[src/rtl/host_pio_gen_if.sv]
// AXI-Stream style PCIe RX request channel carrying generated PIO TLPs.
// master drives the beats, slave supplies tready.
interface host_pio_gen_if;
  logic        tvalid;
  logic        tready;
  logic        tlast;
  logic [7:0]  tkeep;
  logic [63:0] tdata;
  logic [21:0] tuser;

  modport master (
    output tvalid,
    output tlast,
    output tkeep,
    output tdata,
    output tuser,
    input  tready
  );

  modport slave (
    input  tvalid,
    input  tlast,
    input  tkeep,
    input  tdata,
    input  tuser,
    output tready
  );
endinterface

[src/rtl/host_pio_gen.sv]
// Host PIO request generator: emits a run of 3DW, length-1 MWr/MRd TLPs as
// two 64-bit beats each, with optional idle gaps between TLPs.
module host_pio_gen #(
  parameter int unsigned NUM_REQ     = 16,
  parameter int unsigned MODE        = 2,
  parameter logic [31:0] BASE_ADDR   = 32'h0000_0000,
  parameter int unsigned ADDR_STRIDE = 4,
  parameter int unsigned GAP_CYCLES  = 0,
  parameter logic [15:0] REQ_ID      = 16'h0100,
  parameter logic [31:0] DATA_SEED   = 32'hA5A5_0000,
  parameter logic [7:0]  BAR_HIT     = 8'h01
) (
  input  logic                  pcie_clk,
  input  logic                  sys_rst_n,
  input  logic                  start,
  host_pio_gen_if.master        pcie_rx,
  output logic                  busy,
  output logic                  done,
  output logic [15:0]           sent_cnt
);

  localparam logic [15:0] NumReq    = 16'(NUM_REQ);
  localparam logic [31:0] Stride    = 32'(ADDR_STRIDE);
  localparam logic [7:0]  GapLast   = 8'(GAP_CYCLES - 1);
  localparam logic [21:0] UserValid = {12'h000, BAR_HIT, 2'b00};

  typedef enum logic [1:0] {StIdle, StGap, StBeat0, StBeat1} state_e;

  state_e      state_q;
  logic [15:0] sent_cnt_q;
  logic [31:0] addr_q;
  logic [7:0]  gap_q;
  logic        busy_q;
  logic        done_q;
  logic        tvalid_q;
  logic        tlast_q;
  logic [7:0]  tkeep_q;
  logic [63:0] tdata_q;
  logic [21:0] tuser_q;

  logic [15:0] nxt_cnt;
  logic [31:0] nxt_addr;
  logic        last_tlp;

  // TLP n is a write when MODE says so; MODE 2 writes on even n.
  function automatic logic is_wr(input logic n0);
    return (MODE == 1) || ((MODE == 2) && !n0);
  endfunction

  function automatic logic [63:0] beat0(input logic [7:0] tag);
    logic [31:0] dw0;
    dw0 = is_wr(tag[0]) ? 32'h4000_0001 : 32'h0000_0001;
    return {REQ_ID, tag, 4'h0, 4'hF, dw0};
  endfunction

  function automatic logic [63:0] beat1(input logic [15:0] n, input logic [29:0] addr_dw);
    logic [31:0] payload;
    payload = is_wr(n[0]) ? (DATA_SEED + {16'h0000, n}) : 32'h0000_0000;
    return {payload, addr_dw, 2'b00};
  endfunction

  always_comb begin
    nxt_cnt  = sent_cnt_q + 16'd1;
    nxt_addr = addr_q + Stride;
    last_tlp = (nxt_cnt == NumReq);
  end

  always_ff @(posedge pcie_clk or negedge sys_rst_n) begin
    if (!sys_rst_n) begin
      state_q    <= StIdle;
      sent_cnt_q <= 16'h0000;
      addr_q     <= 32'h0000_0000;
      gap_q      <= 8'h00;
      busy_q     <= 1'b0;
      done_q     <= 1'b0;
      tvalid_q   <= 1'b0;
      tlast_q    <= 1'b0;
      tkeep_q    <= 8'h00;
      tdata_q    <= 64'h0;
      tuser_q    <= 22'h0;
    end else begin
      done_q <= 1'b0;
      unique case (state_q)
        StIdle: begin
          if (start) begin
            sent_cnt_q <= 16'h0000;
            addr_q     <= BASE_ADDR;
            gap_q      <= 8'h00;
            if (NumReq != 16'h0000) begin
              state_q  <= StBeat0;
              busy_q   <= 1'b1;
              tvalid_q <= 1'b1;
              tlast_q  <= 1'b0;
              tkeep_q  <= 8'hFF;
              tdata_q  <= beat0(8'h00);
              tuser_q  <= UserValid;
            end else begin
              // Empty run: completes immediately without ever going busy.
              done_q <= 1'b1;
            end
          end
        end
        StBeat0: begin
          if (pcie_rx.tready) begin
            state_q <= StBeat1;
            tlast_q <= 1'b1;
            tkeep_q <= is_wr(sent_cnt_q[0]) ? 8'hFF : 8'h0F;
            tdata_q <= beat1(sent_cnt_q, addr_q[31:2]);
          end
        end
        StBeat1: begin
          if (pcie_rx.tready) begin
            sent_cnt_q <= nxt_cnt;
            addr_q     <= nxt_addr;
            tlast_q    <= 1'b0;
            if (last_tlp || (GAP_CYCLES != 0)) begin
              state_q  <= last_tlp ? StIdle : StGap;
              gap_q    <= 8'h00;
              tvalid_q <= 1'b0;
              tkeep_q  <= 8'h00;
              tdata_q  <= 64'h0;
              tuser_q  <= 22'h0;
              busy_q   <= !last_tlp;
              done_q   <= last_tlp;
            end else begin
              state_q <= StBeat0;
              tkeep_q <= 8'hFF;
              tdata_q <= beat0(nxt_cnt[7:0]);
            end
          end
        end
        StGap: begin
          if (gap_q == GapLast) begin
            state_q  <= StBeat0;
            tvalid_q <= 1'b1;
            tlast_q  <= 1'b0;
            tkeep_q  <= 8'hFF;
            tdata_q  <= beat0(sent_cnt_q[7:0]);
            tuser_q  <= UserValid;
          end else begin
            gap_q <= gap_q + 8'd1;
          end
        end
        default: state_q <= StIdle;
      endcase
    end
  end

  assign pcie_rx.tvalid = tvalid_q;
  assign pcie_rx.tlast  = tlast_q;
  assign pcie_rx.tkeep  = tkeep_q;
  assign pcie_rx.tdata  = tdata_q;
  assign pcie_rx.tuser  = tuser_q;
  assign busy           = busy_q;
  assign done           = done_q;
  assign sent_cnt       = sent_cnt_q;

endmodule

[src/flat_wrapper.sv]
// flat-port wrapper written by rule: the top's interface ports become plain ports
module host_pio_gen_flat 
#(
  parameter int unsigned NUM_REQ     = 16,
  parameter int unsigned MODE        = 2,
  parameter logic [31:0] BASE_ADDR   = 32'h0000_0000,
  parameter int unsigned ADDR_STRIDE = 4,
  parameter int unsigned GAP_CYCLES  = 0,
  parameter logic [15:0] REQ_ID      = 16'h0100,
  parameter logic [31:0] DATA_SEED   = 32'hA5A5_0000,
  parameter logic [7:0]  BAR_HIT     = 8'h01
)
  (pcie_clk, sys_rst_n, start, busy, done, sent_cnt, pcie_rx_tvalid, pcie_rx_tlast, pcie_rx_tkeep, pcie_rx_tdata, pcie_rx_tuser, pcie_rx_tready);
  host_pio_gen_if pcie_rx_i ();
  input  logic pcie_clk;
  input  logic sys_rst_n;
  input  logic start;
  output logic busy;
  output logic done;
  output logic [15:0] sent_cnt;
  output wire logic [$bits(pcie_rx_i.tvalid)-1:0] pcie_rx_tvalid;
  output wire logic [$bits(pcie_rx_i.tlast)-1:0] pcie_rx_tlast;
  output wire logic [$bits(pcie_rx_i.tkeep)-1:0] pcie_rx_tkeep;
  output wire logic [$bits(pcie_rx_i.tdata)-1:0] pcie_rx_tdata;
  output wire logic [$bits(pcie_rx_i.tuser)-1:0] pcie_rx_tuser;
  input wire logic [$bits(pcie_rx_i.tready)-1:0] pcie_rx_tready;
  assign pcie_rx_tvalid = pcie_rx_i.tvalid;
  assign pcie_rx_tlast = pcie_rx_i.tlast;
  assign pcie_rx_tkeep = pcie_rx_i.tkeep;
  assign pcie_rx_tdata = pcie_rx_i.tdata;
  assign pcie_rx_tuser = pcie_rx_i.tuser;
  assign pcie_rx_i.tready = pcie_rx_tready;
  host_pio_gen #(.NUM_REQ(NUM_REQ), .MODE(MODE), .BASE_ADDR(BASE_ADDR), .ADDR_STRIDE(ADDR_STRIDE), .GAP_CYCLES(GAP_CYCLES), .REQ_ID(REQ_ID), .DATA_SEED(DATA_SEED), .BAR_HIT(BAR_HIT)) u_core (.pcie_clk(pcie_clk), .sys_rst_n(sys_rst_n), .start(start), .pcie_rx(pcie_rx_i), .busy(busy), .done(done), .sent_cnt(sent_cnt));
endmodule
[config.mk]
export PLATFORM = sky130hd
export DESIGN_NAME = host_pio_gen_flat
export DESIGN_NICKNAME = d
export VERILOG_FILES = /design/src/rtl/host_pio_gen_if.sv /design/src/rtl/host_pio_gen.sv /design/src/flat_wrapper.sv
export SDC_FILE = /design/constraint.sdc
export NUM_CORES = 1
export LEC_CHECK = 0
export BUFFER_PORTS_ARGS = -buffer_cell sky130_fd_sc_hd__buf_2
export CAP_MARGIN = 20
export CORE_ASPECT_RATIO = 1.75
export CORE_MARGIN = 2
export CORE_UTILIZATION = 57
export CTS_BUF_LIST = sky130_fd_sc_hd__clkbuf_8
export CTS_CLUSTER_DIAMETER = 60
export CTS_CLUSTER_SIZE = 30
export DETAILED_ROUTE_END_ITERATION = 8
export PLACE_DENSITY = 0.87
export SYNTH_ARGS = -nofsm -noshare
export SYNTH_HDL_FRONTEND = slang
export SYNTH_SLANG_ARGS = --single-unit
[constraint.sdc]
create_clock -name pcie_clk -period 2.9 [get_ports pcie_clk]
set_clock_uncertainty 0.05 [all_clocks]
set_input_delay 0.29 -clock pcie_clk [delete_from_list [all_inputs] [get_ports pcie_clk]]
set_output_delay 0.29 -clock pcie_clk [all_outputs]
set_load 0.01 [all_outputs]
=== Word-level counts from Yosys, hierarchy flattened ===
Cells that the tools add are included.
W data, S select, Z words.

* Register bits: 156
* Input bits: 4

* $add $sub $neg: 4
* Reductions and logical operators: 9
* Equality and inequality tests: 11
* Mux-type cells: 54

{| class="wikitable"
|+ Operator list
! cell !! count
|-
| $mux W64 || 4
|-
| $pmux W64 S4 || 1
|-
| $mux W32 || 3
|-
| $mux W22 || 4
|-
| $mux W8 || 10
|-
| $pmux W22 S3 || 1
|-
| $pmux W32 S2 || 1
|-
| $mux W31 || 2
|-
| $mux W57 || 1
|-
| $add A32 B16 Y32 const A || 1
|-
| $add A32 B3 Y32 const B || 1
|-
| $mux W16 || 2
|-
| $pmux W16 S2 || 1
|-
| $pmux W8 S4 || 1
|-
| $pmux W8 S3 || 1
|-
| $add A16 B1 Y16 const B || 1
|-
| $eq A16 B5 Y1 const B || 1
|-
| $mux W1 || 13
|-
| $mux W2 || 5
|-
| $reduce_and A5 Y1 || 2
|-
| $add A8 B1 Y8 const B || 1
|-
| $eq A8 B8 Y1 const B || 1
|-
| $ne A2 B2 Y1 const B || 4
|-
| $pmux W2 S4 || 1
|-
| 12 further kinds || 15
|}

=== Longest topological paths before layout ===
Gate-level depths: netlist (run 1).

* Depth in word-level cells: 6
* Depth in mapped cells: 8
* Mapped depth without buffers: 7

=== Worst setup path after synthesis (run 1) ===
No wires, ideal clock.

* Path type: register -> register
* Start: reg u_core.state_q[0]
* End: reg u_core.addr_q[31]
* Data required time: 2.772 ns
* Clock period less this slack: 2.129 ns
* Data arrival time: 2.001 ns
* Setup time: 0.078 ns
* Stages on the path, launching flop included: 8
* Path slack: 0.771 ns
* Cells stage by stage: dfrtp_1 > buf_6 > or3b_4 > a21oi_4 > nand4_4 > or2_4 > or3_1 > a21oi_1

* Longest elaborated chain between the ends: 3
* Elaborated cells between the ends (all ways): 7
* Those cells by class: 3 x eq/ne; 1 x mux; 3 x reduce/logical

{| class="wikitable"
|+ Ends and longest elaborated chain
! item !! line !! source
|-
| start: declaration || host_pio_gen.sv:29 || <nowiki>state_e state_q;</nowiki>
|-
| start signal: assignment || host_pio_gen.sv:70 || <nowiki>state_q <= StIdle;</nowiki>
|-
| start signal: assignment || host_pio_gen.sv:90 || <nowiki>state_q <= StBeat0;</nowiki>
|-
| start signal: assignment || host_pio_gen.sv:105 || <nowiki>state_q <= StBeat1;</nowiki>
|-
| $eq A2 B2 Y1 or $logic_not A2 Y1 (tied branches) || host_pio_gen.sv:83 || <nowiki>unique case (state_q)</nowiki>
|-
| $ne A2 B2 Y1 (no source line) or $reduce_bool A2 Y1 (tied branches) || n/a ||
|-
| $reduce_and A3 Y1 (no source line) || n/a ||
|-
| end signal: assignment || host_pio_gen.sv:114 || <nowiki>addr_q <= nxt_addr;</nowiki>
|-
| end: declaration || host_pio_gen.sv:31 || <nowiki>logic [31:0] addr_q;</nowiki>
|}

Several ways; a longest one is shown, not always the timed one.
A chain may end at the register's enable or synchronous reset.

=== Worst setup path after layout (run 1) ===
* Start: reg u_core.sent_cnt_q[1] (netlist: u_core.sent_cnt[1])
* End: reg u_core.gap_q[7]

* Longest elaborated chain between the ends: 4

{| class="wikitable"
|+ Ends and longest elaborated chain
! item !! line !! source
|-
| start: declaration || host_pio_gen.sv:30 || <nowiki>logic [15:0] sent_cnt_q;</nowiki>
|-
| start signal: assignment || host_pio_gen.sv:113 || <nowiki>sent_cnt_q <= nxt_cnt;</nowiki>
|-
| $add A16 B1 Y16 || host_pio_gen.sv:63 || <nowiki>nxt_cnt = sent_cnt_q + 16'd1;</nowiki>
|-
| $eq A16 B5 Y1 || host_pio_gen.sv:65 || <nowiki>last_tlp = (nxt_cnt == NumReq);</nowiki>
|-
| $ne A2 B1 Y1 (no source line) || n/a ||
|-
| $reduce_and A5 Y1 (no source line) || n/a ||
|-
| end signal: assignment || host_pio_gen.sv:141 || <nowiki>gap_q <= gap_q + 8'd1;</nowiki>
|-
| end: declaration || host_pio_gen.sv:32 || <nowiki>logic [7:0] gap_q;</nowiki>
|}

No other way between the ends.

==> metrics.cfg, run 1 <==
[worst_setup_path]
cp_max_fo=10
cp.required_ps=3100
crit_top_cell=nor3_2
critPathTopFamily=simple AND/OR/NAND/NOR gates
worstSetupEndpointType=flop
worst-setup-path-type=reg2reg
path_buf_inv=0
path_cells=ha_1 > nand3_1 > nor3_2 > and3_1 > o22ai_1 > nor3_2 > o21ai_0
slowest_delay_ps=520
startpoint_type=flop
slowest_stage=dfrtp_1
worst-endpoint-arrival_ps=2720

[yosys]
netlist.area_leader.share_pct=49.2
ys_seq_elements=108
synth_flop_cell=dfrtp_1
synth_xor_area_share_pct=5.58
syn_avg_cell_area_um2=9.66
synth-simple-area-share_pct=17.9
synth.area.top_cells=dfrtp_1 (49%), buf_4 (6.0%), a22o_1 (5.7%)
synth.most_common_cell=dfrtp_1
synth_edf_count=0
synth-compound-area-share_pct=16.9
postSynthCellCount=569
ys_seq_area_share_pct=49.2
yosys_warnings=0
yosys-top-cells-count=dfrtp_1 (108), nor2_1 (57), nand2_1 (47)
synthAdderAreaFrac_pct=0.911
synth_top_area_cell=dfrtp_1
synth.area.mux_share_pct=0.364
ys_types=50
synth_top_family_by_area=simple AND/OR/NAND/NOR gates
async_flop_share_pct=100
synth.cell_area_um2=5500

[place]
gp_congestion=0.925
detailedPlace.worstSlack_ps=415
io_buffers=87
dp_cells=746
dp_hpwl_mm=9.76

[drt]
routed_wl_mm=13.5
avgRoutedWirePerCell_um=17.7
ant_nets=0
vias=4494
drtPass1Iterations=5
drc_errors=0
vias_per_cell=5.89
dr.first_iter.drc_count=395

[floorplan]
core_area_um2=9410
start_util_pct=58.4
die_area_um2=10500
fp.dieH_um=134
ios=118
die_w_um=78.2
rows=47

[power]
p_leak_nw=2.95
power_density_nw_per_um2=635
ir_drop_v=0.000495

[final_layout]
area_delta_synth_final_pct=10.3
instances_no_fill=763
num_antenna_cells=0
final_nets=644
drive_gt1_share_pct=20.0

[cts]
root_buffer=clkbuf_8
clockBufferDepth=2
cts_hold_buffers=1
clock_sinks=108
cts_setup_buffers=0
cts_buffers=9
clkTransAtPathRegs_ps=100
cts-resized-gates=0
clock_latency_ps=380
cts-htree-levels=3
cts_tree=done

[global_route]
grtUsageTotal_pct=26.4
grt_max_degree=63
grt_pass1_vias=4515
grt_pass1_wl_mm=22.1
antenna_found_initial=0
grt-ovfl-total=0

[timing]
rsz0062_at_grt=false
setup_viol_count_final=0
finalWorstPathRequiredPeriod_ps=2530
clock.fmax_ghz=0.396
fin_crit_sh_pct=87.1
finalSetupTns_ps=0
fin_ws_ps=373
timing.slew.headroom_pct=52.1
tightest_slew_ps=716
hold_viol=0
final_max_slew_viol_count=0

[flow_run]
max_cap_viol_count=0

[outcome]
outcome=finished, final reports clean

[worst_hold_path]
hold_path_class=in2reg

cell type report:
class | instances | area [um2]
tap | 122 | 153
clock buffer | 10 | 138
fill | 791 | 3350
clock inverter | 6 | 50.0
timing repair buffer | 103 | 573
multi-input combinational | 404 | 2410
inverter | 10 | 37.5
sequential | 108 | 2700
worst register-to-register path, cell delays in order, from the launching register on:
cell and delay [ps]:
dfrtp_1 520, ha_1 300, nand3_1 170, nor3_2 360, and3_1 210, o22ai_1 150, nor3_2 450, o21ai_0 190
stage by stage:
| stage | hold slack (ps) | power (mW) | instance area [um2] | utilization (%) |
|---|---|---|---|---|
| floorplan | -55.6 | 2.64 | 5600 | - |
| global placement | 283 | 2.95 | 5860 | 62.3 |
| detailed placement | 291 | 2.99 | 5860 | 62.3 |
| CTS | 152 | 3.87 | 6060 | 64.4 |
| global route | 169 | 4.06 | 6060 | 64.4 |
| finish | 177 | 3.85 | 6060 | 64.4 |
worst paths after layout:
kind,from,end,slack (ps),depth (start not counted)
min in group asynchronous,sys_rst_n,u_core.sent_cnt[13],400,2
max in group asynchronous,sys_rst_n,u_core.state_q[0],1660,3
worst min-delay path,pcie_rx_tready,u_core.pcie_rx.tdata[32],180,2
worst max register to register,u_core.sent_cnt[1],u_core.gap_q[7],370,7
worst max-delay path,u_core.sent_cnt[1],u_core.gap_q[7],370,7
worst min register to register,u_core.pcie_rx.tdata[23],u_core.pcie_rx.tdata[23],450,1
cells by family after synthesis:
family / Yosys count
xor+xnor: 35
buf+inv: 86
other cells: 1
compound gates: 135
mux: 2
flops: 108
fa+ha+maj: 4
simple gates: 198
state kept, by name, indices dropped and copies added, names as in the netlist:
name                  count
u_core.done               1
u_core.sent_cnt          16
u_core.state_q            1
u_core.pcie_rx.tdata     48
u_core.addr_q            30
u_core.pcie_rx.tuser      1
u_core.gap_q              8
u_core.busy               1
u_core.pcie_rx.tkeep      2
per-layer routing:
layer  up-vias  share of wire, %  track usage, %
li1       2072                 -               -
met1      2232                38            31.6
met2       157                54            46.3
met3        33               4.4            4.04
met4         0               2.8            12.3
met5         -                 0               0
where the power goes:
part	internal [mW]	leakage, nW	switching (mW)
sequential	1.70	1.40	0.226
combinational	0.404	1.45	0.639
clock	0.345	0.0997	0.531
placed cells by master (no fill, tap or decap), types with 2 or more instances in the layout:
cell type	instances
dfrtp_1	108
buf_2	86
nor2_1	55
nand2_1	47
o21ai_0	43
a22o_1	36
conb_1	30
xnor2_1	25
nand3_1	22
a21oi_1	18
and3_1	15
nor3_1	15
buf_4	15
nand4_1	13
inv_1	11
xor2_1	10
clkbuf_8	10
or3_1	8
o31ai_1	7
o22ai_1	5
a221oi_1	5
and4_1	4
a21o_1	4
ha_1	4
clkinv_4	4
nor3_2	3
nor2_2	3
o211ai_1	3
a221o_1	3
nor2b_1	3
and2_1	2
o21a_1	2
mux2i_1	2
a211oi_1	2
No activity file was read; power rests on OpenSTA's default activity.
==> run 2: changes to the inputs <==
--- a/config.mk
+++ b/config.mk
@@ -15,6 +15,7 @@
 export CTS_CLUSTER_SIZE = 30
 export DETAILED_ROUTE_END_ITERATION = 8
 export PLACE_DENSITY = 0.87
+export REMOVE_ABC_BUFFERS = 1
 export SYNTH_ARGS = -nofsm -noshare
 export SYNTH_HDL_FRONTEND = slang
 export SYNTH_SLANG_ARGS = --single-unit
==> run 2 against run 1 <==
Net effect: clock-buffer cell count fell by 1; combinational power barely moved; register-to-register slack got worse by 120 ps; critical path depth did not move; largest cell class unchanged; highest routed layer unchanged.
==> metrics.cfg, run 2 (synthesized netlist as in run 1, its figures left out) <==
[cts]
cts_tree=done
clock_latency_ps=380  ; about the same
cts_setup_buffers=0  ; unchanged
root_buffer=clkbuf_8
cts_buffers=9  ; unchanged
cts_hold_buffers=1  ; unchanged
clockBufferDepth=2  ; unchanged
cts-resized-gates=0  ; unchanged
clock_sinks=108  ; unchanged
clkTransAtPathRegs_ps=100  ; about the same
cts-htree-levels=3  ; unchanged

[drt]
avgRoutedWirePerCell_um=17.4  ; -1.2%
dr.first_iter.drc_count=358  ; -9.4%
routed_wl_mm=13.3  ; -1.1%
ant_nets=0  ; unchanged
vias=4541  ; +1.0%
drc_errors=0  ; unchanged
vias_per_cell=5.94  ; +0.91%
drtPass1Iterations=5  ; unchanged

[global_route]
grtUsageTotal_pct=26.3  ; -0.094 points
grt_max_degree=58  ; -7.9%
grt_pass1_wl_mm=21.9  ; -0.91%
grt-ovfl-total=0  ; unchanged
antenna_found_initial=0  ; unchanged
grt_pass1_vias=4345  ; -3.8%

[floorplan]
die_area_um2=10500  ; unchanged
core_area_um2=9410  ; unchanged
ios=118  ; unchanged
fp.dieH_um=134  ; unchanged
rows=47  ; unchanged
start_util_pct=58.4  ; unchanged
die_w_um=78.2  ; unchanged

[power]
ir_drop_v=0.000478  ; -3.4%
power_density_nw_per_um2=641  ; +1.1%
total_power_mw=3.89  ; +1.3%
p_leak_nw=2.96  ; +0.24%

[final_layout]
num_antenna_cells=0  ; unchanged
layout_commonest_cell=dfrtp_1
regArea_um2=2700  ; unchanged
area_delta_synth_final_pct=10.5
layout_common_cells=dfrtp_1 (108), buf_2 (86), nor2_1 (55), nand2_1 (47), o21ai_0 (43)
final_nets=645  ; +0.16%
fillers=783  ; -1.0%
drive_gt1_share_pct=20.2  ; +0.28 points
largest_reg_flops=48  ; unchanged
multi_input_area_um2=2410  ; unchanged
design_area_um2=6070  ; +0.19%

[timing]
final_max_slew_viol_count=0  ; unchanged
setup_viol_count_final=0  ; unchanged
finalWorstPathRequiredPeriod_ps=2650  ; +124 ps
finalSetupTns_ps=0  ; unchanged
tightest_slew_ps=741  ; +25.0 ps
timing.slew.headroom_pct=50.4  ; -1.6 points
fin_crit_sh_pct=91.4  ; +4.3 points
clock.fmax_ghz=0.377  ; -4.7%
hold_viol=0  ; unchanged
rsz0062_at_grt=false
fin_ws_ps=249  ; -124 ps

[place]
detailedPlace.worstSlack_ps=306  ; -109 ps
dp_hpwl_mm=9.55  ; -2.2%
gp_congestion=0.957  ; +3.4%
postPlaceCellArea_um2=5870  ; +0.13%
io_buffers=87  ; unchanged

[worst_setup_path]
slowest_stage=dfrtp_1
worst-setup-path-type=reg2reg
slowest_delay_ps=550  ; +30 ps
cp.required_ps=3090  ; about the same
worst-endpoint-arrival_ps=2840  ; +120 ps
worstSetupEndpointType=flop
path_cells=ha_1 > nand2_1 > or3_1 > a221oi_1 > nand4_1 > nor3_2 > o21ai_0
cp_max_fo=10  ; unchanged
startpoint_type=flop

[outcome]
outcome=finished, final reports clean

[flow_run]
max_cap_viol_count=0  ; unchanged

[worst_hold_path]
hold_path_class=in2reg

run 2: changes by cell type in the layout (fill, tap and decap cells not counted):
cell	before	now
clkinv_2	0	4
inv_1	11	10
bufinv_16	0	1
clkinv_4	4	2
clkbuf_8	10	9
buf_4	15	16
inv_8	1	0
run 2: through the flow:
stage               util (%)  hold WS [ps]  instances
global route            64.5           152        764
CTS                     64.5           134        764
floorplan                  -         -55.6        522
global placement        62.3           345        746
detailed placement      62.4           345        747
finish                  64.5           142        764
run 2: where the power goes:
part	switching, mW	total (mW)	internal, mW	leakage, nW
sequential	0.239	1.94	1.70	1.40
clock	0.515	0.912	0.396	0.103
combinational	0.638	1.04	0.406	1.46
run 2: cell type report:
type | count | area share (%)
Multi-Input combinational cell | 404 | 39.6
Sequential cell | 108 | 44.5
Clock buffer | 9 | 2.04
Clock inverter | 7 | 1.11
Inverter | 10 | 0.618
Timing Repair Buffer | 104 | 9.56
Tap cell | 122 | 2.51
run 2: worst paths after layout:
check / cells past startpoint / endpoint / startpoint / slack (ps)
setup / recovery: 7 / u_core.gap_q[3] / u_core.sent_cnt[1] / 250
hold / removal: 2 / u_core.pcie_rx.tdata[32] / pcie_rx_tready / 140
setup reg to reg: 7 / u_core.gap_q[3] / u_core.sent_cnt[1] / 250
hold reg to reg: 1 / u_core.pcie_rx.tdata[22] / u_core.pcie_rx.tdata[22] / 450
max in group asynchronous: 3 / u_core.pcie_rx.tdata[46] / sys_rst_n / 1620
min in group asynchronous: 2 / u_core.pcie_rx.tdata[22] / sys_rst_n / 460
run 2: layer usage:
metal | vias up | part of all wire [%] | GRT usage (%)
li1 | 2072 | - | -
met1 | 2267 | 40 | 33.3
met2 | 167 | 52 | 44.2
met3 | 35 | 5.0 | 4.78
met4 | 0 | 3.0 | 11.4
met5 | - | 0 | 0
run 2: critical path: cells and delay by family, from the launching register on:
| kind | cells | cell delay [ps] |
|---|---|---|
| flip-flops | 1 | 550 |
| AO/OA/AOI/OAI | 2 | 480 |
| AND/OR/NAND/NOR | 4 | 1080 |
| adder cells (fa/ha/maj) | 1 | 330 |
==> run 3: changes to the inputs <==
--- a/config.mk
+++ b/config.mk
@@ -15,6 +15,7 @@
 export CTS_CLUSTER_SIZE = 30
 export DETAILED_ROUTE_END_ITERATION = 8
 export PLACE_DENSITY = 0.87
+export RECOVER_POWER = 100
 export REMOVE_ABC_BUFFERS = 1
 export SYNTH_ARGS = -nofsm -noshare
 export SYNTH_HDL_FRONTEND = slang
==> run 3 against run 2 <==
Net effect: hold slack improved by 13 ps; register-to-register slack barely moved; non-clock buffer count did not move; critical path type unchanged; highest routed layer unchanged.
==> metrics.cfg, run 3 (synthesized netlist as in run 1, its figures left out) <==
[cts]
root_buffer=clkbuf_8
cts_buffers=9  ; unchanged
clock_latency_ps=380  ; about the same
cts_setup_buffers=0  ; unchanged
cts-resized-gates=0  ; unchanged
clock_sinks=108  ; unchanged
clockBufferDepth=2  ; unchanged
cts_tree=done
clkTransAtPathRegs_ps=100  ; about the same
cts-htree-levels=3  ; unchanged

[final_layout]
design_area_um2=5920  ; -2.4%
layout_common_cells=dfrtp_1 (108), clkbuf_1 (85), nor2_1 (55), nand2_1 (47), o21ai_0 (43)
fillers=850  ; +8.6%
final_nets=645  ; unchanged
largest_reg_flops=48  ; unchanged
layout_commonest_cell=dfrtp_1
drive_gt1_share_pct=6.54  ; -14 points
num_antenna_cells=0  ; unchanged
area_delta_synth_final_pct=7.79

[worst_setup_path]
slowest_stage=dfrtp_1
worst-endpoint-arrival_ps=2850  ; about the same
path_cells=ha_1 > nand2_1 > or3_1 > a221oi_1 > nand4_1 > nor3_2 > o21ai_0
r2r-start=u_core.sent_cnt[1]
path_buf_inv=0  ; unchanged
slowest_delay_ps=550  ; about the same
cp.required_ps=3090  ; about the same
startpoint_type=flop
worstSetupEndpointType=flop
cp_max_fo=10  ; unchanged
crit_path_start=u_core.sent_cnt[1]
critPathTopFamily=simple AND/OR/NAND/NOR gates
worst-setup-path-type=reg2reg

[floorplan]
die_w_um=78.2  ; unchanged
start_util_pct=58.4  ; unchanged
fp.dieH_um=134  ; unchanged
ios=118  ; unchanged
die_area_um2=10500  ; unchanged
core_area_um2=9410  ; unchanged
rows=47  ; unchanged

[global_route]
grt-ovfl-total=0  ; unchanged
grt_pass1_wl_mm=21.9  ; unchanged
antenna_found_initial=0  ; unchanged
grt_max_degree=58  ; unchanged
grtUsageTotal_pct=26.3  ; unchanged
grt_pass1_vias=4345  ; unchanged

[drt]
vias=4521  ; -0.44%
avgRoutedWirePerCell_um=17.4  ; -0.13%
vias_per_cell=5.92  ; -0.44%
drc_errors=0  ; unchanged
routed_wl_mm=13.3  ; -0.13%
ant_nets=0  ; unchanged
dr.first_iter.drc_count=418  ; +17%
drtPass1Iterations=5  ; unchanged

[worst_hold_path]
hold_path_class=in2reg
min_from=pcie_rx_tready

[power]
power_density_nw_per_um2=647  ; +0.91%
ir_drop_v=0.000470  ; -1.7%
p_leak_nw=2.64  ; -11%

[flow_run]
max_cap_viol_count=0  ; unchanged

[place]
gp_congestion=0.957  ; unchanged
dp_hpwl_mm=9.55  ; unchanged
io_buffers=87  ; unchanged
postPlaceCellArea_um2=5870  ; unchanged

[timing]
fin_crit_sh_pct=91.9  ; +0.49 points
clock.fmax_ghz=0.375  ; -0.54%
finalSetupTns_ps=0  ; unchanged
setup_viol_count_final=0  ; unchanged
hold_viol=0  ; unchanged
tightest_slew_ps=1390  ; +650 ps
rsz0062_at_grt=false
timing.slew.headroom_pct=7.28  ; -43 points
final_max_slew_viol_count=0  ; unchanged
finalWorstPathRequiredPeriod_ps=2670  ; +14.3 ps

[outcome]
outcome=finished, final reports clean

## run 3: cell types whose count changed in the layout (fill, tap and decap cells not counted), sizes merged
cell,delta
buf,-88
clkbuf,+88
## run 3: area by class of cell
type                            count  area [um2]  area share, %
Clock buffer                        9         124           2.09
Clock inverter                      7        67.6           1.14
Inverter                           10        37.5          0.634
Multi-Input combinational cell    404        2390           40.4
Sequential cell                   108        2700           45.6
Tap cell                          122         153           2.58
Timing Repair Buffer              104         444           7.50
## run 3: timing repair
item | 4_1_cts | 5_1_grt
hold buffers | 1 | 0
setup endpoints to repair | 0 | 0
hold endpoints to repair | 56 | 0
## run 3: report_power, final
group / switching [mW] / total (mW) / internal (mW) / leakage [nW]
clock network: 0.513 / 0.910 / 0.397 / 0.103
logic: 0.638 / 0.981 / 0.344 / 1.13
registers: 0.244 / 1.94 / 1.70 / 1.40
total: 1.39 / 3.83 / 2.44 / 2.64
## run 3: metal layers
metal  part of all wire (%)  up-vias  global-route usage, %
li1                       -     2075                      -
met1                     40     2253                   33.3
met2                     52      155                   44.2
met3                    4.5       38                   4.78
met4                    3.2        0                   11.4
met5                      0        -                      0
## run 3: worst paths after layout
path | end | slack (ps) | cells past startpoint
setup / recovery | u_core.gap_q[3] | 230 | 7
hold / removal | u_core.pcie_rx.tdata[32] | 150 | 2
setup reg to reg | u_core.gap_q[3] | 230 | 7
hold reg to reg | u_core.pcie_rx.tdata[22] | 460 | 1
max in group asynchronous | u_core.pcie_rx.tdata[46] | 600 | 3
min in group asynchronous | u_core.pcie_rx.tkeep[6] | 720 | 2
## run 3: metrics by stage
stage	cells	hold WS [ps]	worst slack, ps	total power [mW]	utilization, %
after floorplan	522	-55.6	76.3	2.50	-
after global placement	746	345	389	2.95	62.3
after detailed placement	747	345	306	2.99	62.4
after CTS	764	134	279	3.90	64.5
after global routing	764	152	126	4.04	63.0
final	764	155	235	3.83	63.0
